$ cat src/rtl/uart_b_core.sv
// uart_b_core -- UART transmitter/receiver core with single-byte or 4-byte burst TX.
//
// Ports:
//   clk     in   1  single clock, all state on rising edge
//   rst     in   1  asynchronous active-high reset
//   d       in  32  write data: TX byte d[7:0] / burst word d[31:0], divider d[8:0], mode d[9]
//   wrtx    in   1  one-cycle TX write strobe (accepted only while thre=1)
//   wrbaud  in   1  one-cycle divider/mode write strobe
//   rxd     in   1  serial receive line, idle high, asynchronous to clk
//   rd      in   1  one-cycle RX read strobe, clears dv and ovf
//   txd     out  1  serial transmit line, idle high
//   q       out  8  last received byte
//   dv      out  1  received data valid
//   fe      out  1  framing error of the last received byte
//   ovf     out  1  RX overrun
//   thre    out  1  TX holding register empty
//   tend    out  1  transmitter fully idle
//
// One bit time is divider+1 clk cycles for both directions. Frames are
// 1 start bit, 8 data bits LSB first, 1 stop bit.
module uart_b_core (
  input  logic        clk,
  input  logic        rst,
  input  logic [31:0] d,
  input  logic        wrtx,
  input  logic        wrbaud,
  input  logic        rxd,
  input  logic        rd,
  output logic        txd,
  output logic [7:0]  q,
  output logic        dv,
  output logic        fe,
  output logic        ovf,
  output logic        thre,
  output logic        tend
);

  typedef enum logic [1:0] {TX_IDLE, TX_START, TX_DATA, TX_STOP} txState_t;
  typedef enum logic [1:0] {RX_IDLE, RX_START, RX_DATA, RX_STOP} rxState_t;

  logic [8:0]  divider_q;
  logic        mode_q;

  txState_t    txState_q;
  logic        txd_q;
  logic        thre_q;
  logic [31:0] hold_q;
  logic [2:0]  holdCnt_q;
  logic [31:0] txWord_q;
  logic [2:0]  txLeft_q;
  logic [2:0]  txBit_q;
  logic [8:0]  txCnt_q;
  logic [8:0]  txDiv_q;

  rxState_t    rxState_q;
  logic        rxS1_q;
  logic        rxS2_q;
  logic        rxPrev_q;
  logic [9:0]  rxCnt_q;
  logic [8:0]  rxDiv_q;
  logic [2:0]  rxBit_q;
  logic [7:0]  rxShift_q;
  logic [7:0]  q_q;
  logic        dv_q;
  logic        fe_q;
  logic        ovf_q;

  logic [9:0]  rxBitLen;
  logic [9:0]  rxHalf;
  logic        rxFall;

  // Bit length and half-bit point of the frame being received; the divider
  // is captured at each sample so a change lands on a bit boundary.
  assign rxBitLen = {1'b0, rxDiv_q} + 10'd1;
  assign rxHalf   = rxBitLen >> 1;
  assign rxFall   = rxPrev_q & ~rxS2_q;

  assign txd  = txd_q;
  assign thre = thre_q;
  assign tend = (txState_q == TX_IDLE) && thre_q;
  assign q    = q_q;
  assign dv   = dv_q;
  assign fe   = fe_q;
  assign ovf  = ovf_q;

  // Divider and mode registers.
  always_ff @(posedge clk or posedge rst) begin
    if (rst) begin
      divider_q <= 9'd0;
      mode_q    <= 1'b0;
    end else if (wrbaud) begin
      divider_q <= d[8:0];
      mode_q    <= d[9];
    end
  end

  // Transmitter: holding register plus shifter FSM. The mode is sampled
  // with the write, so later mode changes never touch a latched word.
  // Each bit re-reads the divider at its boundary, and burst frames chain
  // from stop bit straight into the next start bit.
  always_ff @(posedge clk or posedge rst) begin
    if (rst) begin
      txState_q <= TX_IDLE;
      txd_q     <= 1'b1;
      thre_q    <= 1'b1;
      hold_q    <= 32'd0;
      holdCnt_q <= 3'd0;
      txWord_q  <= 32'd0;
      txLeft_q  <= 3'd0;
      txBit_q   <= 3'd0;
      txCnt_q   <= 9'd0;
      txDiv_q   <= 9'd0;
    end else begin
      if (wrtx && thre_q) begin
        hold_q    <= mode_q ? d : {24'd0, d[7:0]};
        holdCnt_q <= mode_q ? 3'd4 : 3'd1;
        thre_q    <= 1'b0;
      end
      if (txState_q == TX_IDLE) begin
        if (!thre_q) begin
          txWord_q  <= hold_q;
          txLeft_q  <= holdCnt_q;
          thre_q    <= 1'b1;
          txState_q <= TX_START;
          txd_q     <= 1'b0;
          txCnt_q   <= 9'd0;
          txDiv_q   <= divider_q;
        end
      end else if (txCnt_q != txDiv_q) begin
        txCnt_q <= txCnt_q + 9'd1;
      end else begin
        txCnt_q <= 9'd0;
        txDiv_q <= divider_q;
        case (txState_q)
          TX_START: begin
            txState_q <= TX_DATA;
            txBit_q   <= 3'd0;
            txd_q     <= txWord_q[0];
          end
          TX_DATA: begin
            // Eight shifts per frame leave the next burst byte in [7:0].
            txWord_q <= txWord_q >> 1;
            if (txBit_q == 3'd7) begin
              txState_q <= TX_STOP;
              txd_q     <= 1'b1;
            end else begin
              txBit_q <= txBit_q + 3'd1;
              txd_q   <= txWord_q[1];
            end
          end
          TX_STOP: begin
            if (txLeft_q > 3'd1) begin
              txLeft_q  <= txLeft_q - 3'd1;
              txState_q <= TX_START;
              txd_q     <= 1'b0;
            end else begin
              txLeft_q  <= 3'd0;
              txState_q <= TX_IDLE;
            end
          end
          default: txState_q <= TX_IDLE;
        endcase
      end
    end
  end

  // Receiver: two-flop synchronizer, falling-edge start detect, half-bit
  // start qualification, then full-bit steps to each mid-bit sample. With
  // a zero divider the half point is the detect edge itself, so START is
  // skipped. Byte completion is placed after the rd clear so it wins.
  always_ff @(posedge clk or posedge rst) begin
    if (rst) begin
      rxState_q <= RX_IDLE;
      rxS1_q    <= 1'b1;
      rxS2_q    <= 1'b1;
      rxPrev_q  <= 1'b1;
      rxCnt_q   <= 10'd0;
      rxDiv_q   <= 9'd0;
      rxBit_q   <= 3'd0;
      rxShift_q <= 8'd0;
      q_q       <= 8'd0;
      dv_q      <= 1'b0;
      fe_q      <= 1'b0;
      ovf_q     <= 1'b0;
    end else begin
      rxS1_q   <= rxd;
      rxS2_q   <= rxS1_q;
      rxPrev_q <= rxS2_q;
      if (rd) begin
        dv_q  <= 1'b0;
        ovf_q <= 1'b0;
      end
      case (rxState_q)
        RX_IDLE: begin
          if (rxFall) begin
            rxDiv_q   <= divider_q;
            rxCnt_q   <= 10'd1;
            rxBit_q   <= 3'd0;
            rxState_q <= (divider_q == 9'd0) ? RX_DATA : RX_START;
          end
        end
        RX_START: begin
          if (rxCnt_q == rxHalf) begin
            if (rxS2_q) begin
              rxState_q <= RX_IDLE;
            end else begin
              rxState_q <= RX_DATA;
              rxCnt_q   <= 10'd1;
              rxDiv_q   <= divider_q;
            end
          end else begin
            rxCnt_q <= rxCnt_q + 10'd1;
          end
        end
        RX_DATA: begin
          if (rxCnt_q == rxBitLen) begin
            rxCnt_q   <= 10'd1;
            rxDiv_q   <= divider_q;
            rxShift_q <= {rxS2_q, rxShift_q[7:1]};
            rxBit_q   <= rxBit_q + 3'd1;
            if (rxBit_q == 3'd7) rxState_q <= RX_STOP;
          end else begin
            rxCnt_q <= rxCnt_q + 10'd1;
          end
        end
        RX_STOP: begin
          if (rxCnt_q == rxBitLen) begin
            q_q       <= rxShift_q;
            fe_q      <= ~rxS2_q;
            dv_q      <= 1'b1;
            if (dv_q) ovf_q <= 1'b1;
            rxState_q <= RX_IDLE;
          end else begin
            rxCnt_q <= rxCnt_q + 10'd1;
          end
        end
        default: rxState_q <= RX_IDLE;
      endcase
    end
  end

endmodule

$ cat config.mk
export PLATFORM = sky130hd
export DESIGN_NAME = uart_b_core
export DESIGN_NICKNAME = d
export VERILOG_FILES = /design/src/rtl/uart_b_core.sv
export SDC_FILE = /design/constraint.sdc
export NUM_CORES = 1
export LEC_CHECK = 0
export ABC_AREA = 1
export CORE_AREA = 8 8 154 156
export CTS_CLUSTER_SIZE = 20
export DETAILED_ROUTE_END_ITERATION = 10
export DIE_AREA = 0 0 162 164
export DONT_BUFFER_PORTS = 1
export PLACE_DENSITY = 0.54
export SYNTH_ARGS = -nofsm -noshare
export SYNTH_HDL_FRONTEND = slang
export SYNTH_SLANG_ARGS = --single-unit
$ cat constraint.sdc
create_clock -name clk -period 7.3 [get_ports clk]
set_input_delay 0.73 -clock clk [delete_from_list [all_inputs] [get_ports clk]]
set_output_delay 0.73 -clock clk [all_outputs]
set_load 0.01 [all_outputs]
==> results.toml <==
[outcome]
status = "completed"

[clocking]
cts_tree = "done"
clkLatencyLatePin_ps = 420
cts_resized = 0
clk_path_buf_depth = 2
cts.htree.levels = 4
ctsHoldBuffers = 0
cts-root-buf = "clkbuf_16"
cts_setup_buffers = 0
cts_buffers = 17
numClockSinks = 150
path_clk_slew_ps = 70

[timing]
setup_tns_ps = 0
finalCritPeriodShare_pct = 47.7
max_freq_ghz = 0.287
max_slew_margin_pct = 26.2
hold_viol_final = 0
worst_slack_ps = 3820
fin_crit_ps = 3480
worst_slew_pin_slew_ps = 1100
slew_viol_final = 0
setup-violations-final = 0
rsz0062_at_grt = "no"
clock_skew_ps = 10.4

[routing]
first_iter_violations = 320
vias = 5922
ant_nets = 0
drt_wl_total_um = 16900
drc = 0
dr.pass1.iters = 5
viasPerCell = 4.80
wl_per_cell_um = 13.7

[pwr]
comb_power_share_pct = 35.3
p_sw_share_pct = 40.1
clkPwrFrac_pct = 27.5
finalPower_mw = 3.36
switchingPower_mw = 1.35
cellPowerDensity_mw_per_mm2 = 391
p_leak_nw = 4.03
p_int_mw = 2.01
peakVddDrop_mv = 0.179
pwr-share-seq_pct = 37.2

[worst_setup_path]
cp.arrival_ps = 3730
critPathCaptureType = "flip-flop"
r2r_cells = 7
crit_path_start_kind = "flip-flop"
regToRegStartpoint = "txState_q[0]"
required_ps = 7550
crit_start = "txState_q[0]"
path_max_fanout = 67
regToRegSetupSlack_ps = 3820
r2r_end = "txWord_q[3]"
critPathKind = "flip-flop to flip-flop"

[synthesis]
syn-num-nets = 1004
synth-seq-cells = 150
synthFlopType = "dfrtp_1"
synth_edf_count = 0
synth.avg_cell_area_um2 = 8.14
syn_inst = 953
yosysSeqAreaShare_pct = 48.5
synthArstFlopShare_pct = 100
ys_types = 39
synth_area_mm2 = 0.00776
yosysWarnings = 0

[finish]
fin_cells = 1235
nNetsFinal = 992
drive_above_1_share_pct = 8.70
fillerInstances = 2225
areaGrowthSynthToFinish_pct = 10.9
stdcell_area_mm2 = 0.00860

[place]
dpl.hpwl_um = 11900
port_buffers = 0
place.gp.congestion = 0.827
place_area_mm2 = 0.00798
place_inst = 1202
pre_cts_ws_ps = 3760

[floorplan]
core_area_mm2 = 0.0214
num_rows = 54
pin_count = 52
start_util_pct = 36.3
die_area_mm2 = 0.0266
die_x_um = 162
die_h_um = 164

[global_route]
grt_remaining_overflow = 0
grt_usage_pct = 13.3
grt_max_degree = 77
antenna_found_initial = 0
grt_pass1_wl_um = 28800
grt_pass1_vias = 5727

[worst_hold_path]
hold_path.class = "primary input to async pin"

[job]
drv_cap = 0
final cells by class:
cell class	instances	area [um2]	share of cell area [%]
well taps	280	350	4.07
inverters	109	414	4.81
multi-input cells	660	3430	39.9
clock buffers	17	425	4.94
clock inverters	15	196	2.28
repair buffers	3	22.5	0.262
flip-flops and latches	150	3760	43.7
diodes	1	2.50	0.0291
synthesized netlist by cell type, types with 2 or more instances:
cell type  instances  area [um2]
a21oi_1            6        30.0
xor2_1            16         140
inv_2              2        7.51
dfrtp_1          145        3630
a22o_1            23         201
nand2_1          294        1100
o22ai_1            7        43.8
nand4_1           12        75.1
buf_2              8        40.0
nand3_4            3        52.6
nand3_1           83         415
inv_1            104         390
nand2_2            7        43.8
clkbuf_1          19        71.3
dfstp_2            5         131
xnor2_1            6        52.6
nand2_4            3        33.8
ha_1              13         163
nor3_1             4        20.0
clkinv_1           3        11.3
nor2_1            31         116
clkbuf_2           3        15.0
nand4_2            3        37.5
o21ai_0          103         515
nand3_2            6        60.1
nand3b_1           2        15.0
buf_6              3        33.8
o21ai_1           17        85.1
nor2_4            10         113
nor4_1             2        12.5
nor2_2             2        12.5
power by group through the flow:
stage	Combinational (mW)	Clock [mW]	Sequential, mW
after floorplan	1.02	0	1.20
after global placement	1.18	0	1.26
after detailed placement	1.20	0	1.27
after CTS	1.20	0.954	1.25
after global routing	1.38	0.980	1.28
final	1.19	0.925	1.25
cells by family after synthesis:
family / count (synthesis) / share of synthesized area [%]
flops: 150 / 48.5
simple gates: 465 / 27.8
xor+xnor: 22 / 2.48
fa+ha+maj: 13 / 2.10
buf+inv: 143 / 7.38
compound gates: 160 / 11.8
worst max-delay path by stage:
stage | slack (ps) | cells after the start | to
finish | 3820 | 7 | txWord_q[3]
global route | 3330 | 7 | txWord_q[7]
CTS | 3750 | 7 | txWord_q[3]
detailed placement | 3760 | 7 | txWord_q[2]
global placement | 3890 | 7 | txWord_q[20]
floorplan | 2540 | 1 | divider_q[0]
layer usage:
| metal | vias to the layer above | share of wire [%] | GRT usage (%) |
|---|---|---|---|
| li1 | 3072 | - | - |
| met1 | 2746 | 49 | 17.3 |
| met2 | 89 | 46 | 21.5 |
| met3 | 15 | 3.8 | 2.81 |
| met4 | 0 | 1.3 | 5.13 |
| met5 | - | 0 | 0 |
worst max-delay path, stage by stage, from the launching register on:
cell and delay, ps:
dfrtp_1 400, inv_1 140, ha_2 880, inv_1 330, nand2_2 300, nand2_4 180
nor2_4 870, o21ai_0 190
sequential cells by signal (all words and copies together) (netlist names), 2 cells and up:
name	cells
divider_q	9
holdCnt_q	2
hold_q	32
q	8
rxBit_q	3
rxCnt_q	10
rxDiv_q	9
rxShift_q	8
rxState_q	2
txBit_q	3
txCnt_q	9
txDiv_q	9
txLeft_q	3
txState_q	2
txWord_q	32
metrics by stage:
step,hold WS [ps],utilization [%]
4_1_cts,284,40.3
5_1_grt,286,40.3
3_3_place_gp,346,37.4
6_report,277,40.3
3_5_place_dp,352,37.4
2_1_floorplan,345,-
cells in the final DEF, fill, tap and decap left out, types with 4 or more instances in the layout:
cell type  count
xnor2_1        6
clkbuf_16     17
nor3_1         4
o21ai_1       17
nand2_2        7
inv_1        103
nand3_2        6
nor2_1        30
nor2_4        10
xor2_1        16
ha_1          12
nand2_1      294
nand3_1       83
nand4_1       12
a22o_1        23
a21oi_1        6
clkinv_4       4
o21ai_0      103
dfrtp_1      145
o22ai_1        7
dfstp_2        5
No activity file was read; power rests on OpenSTA's default activity.
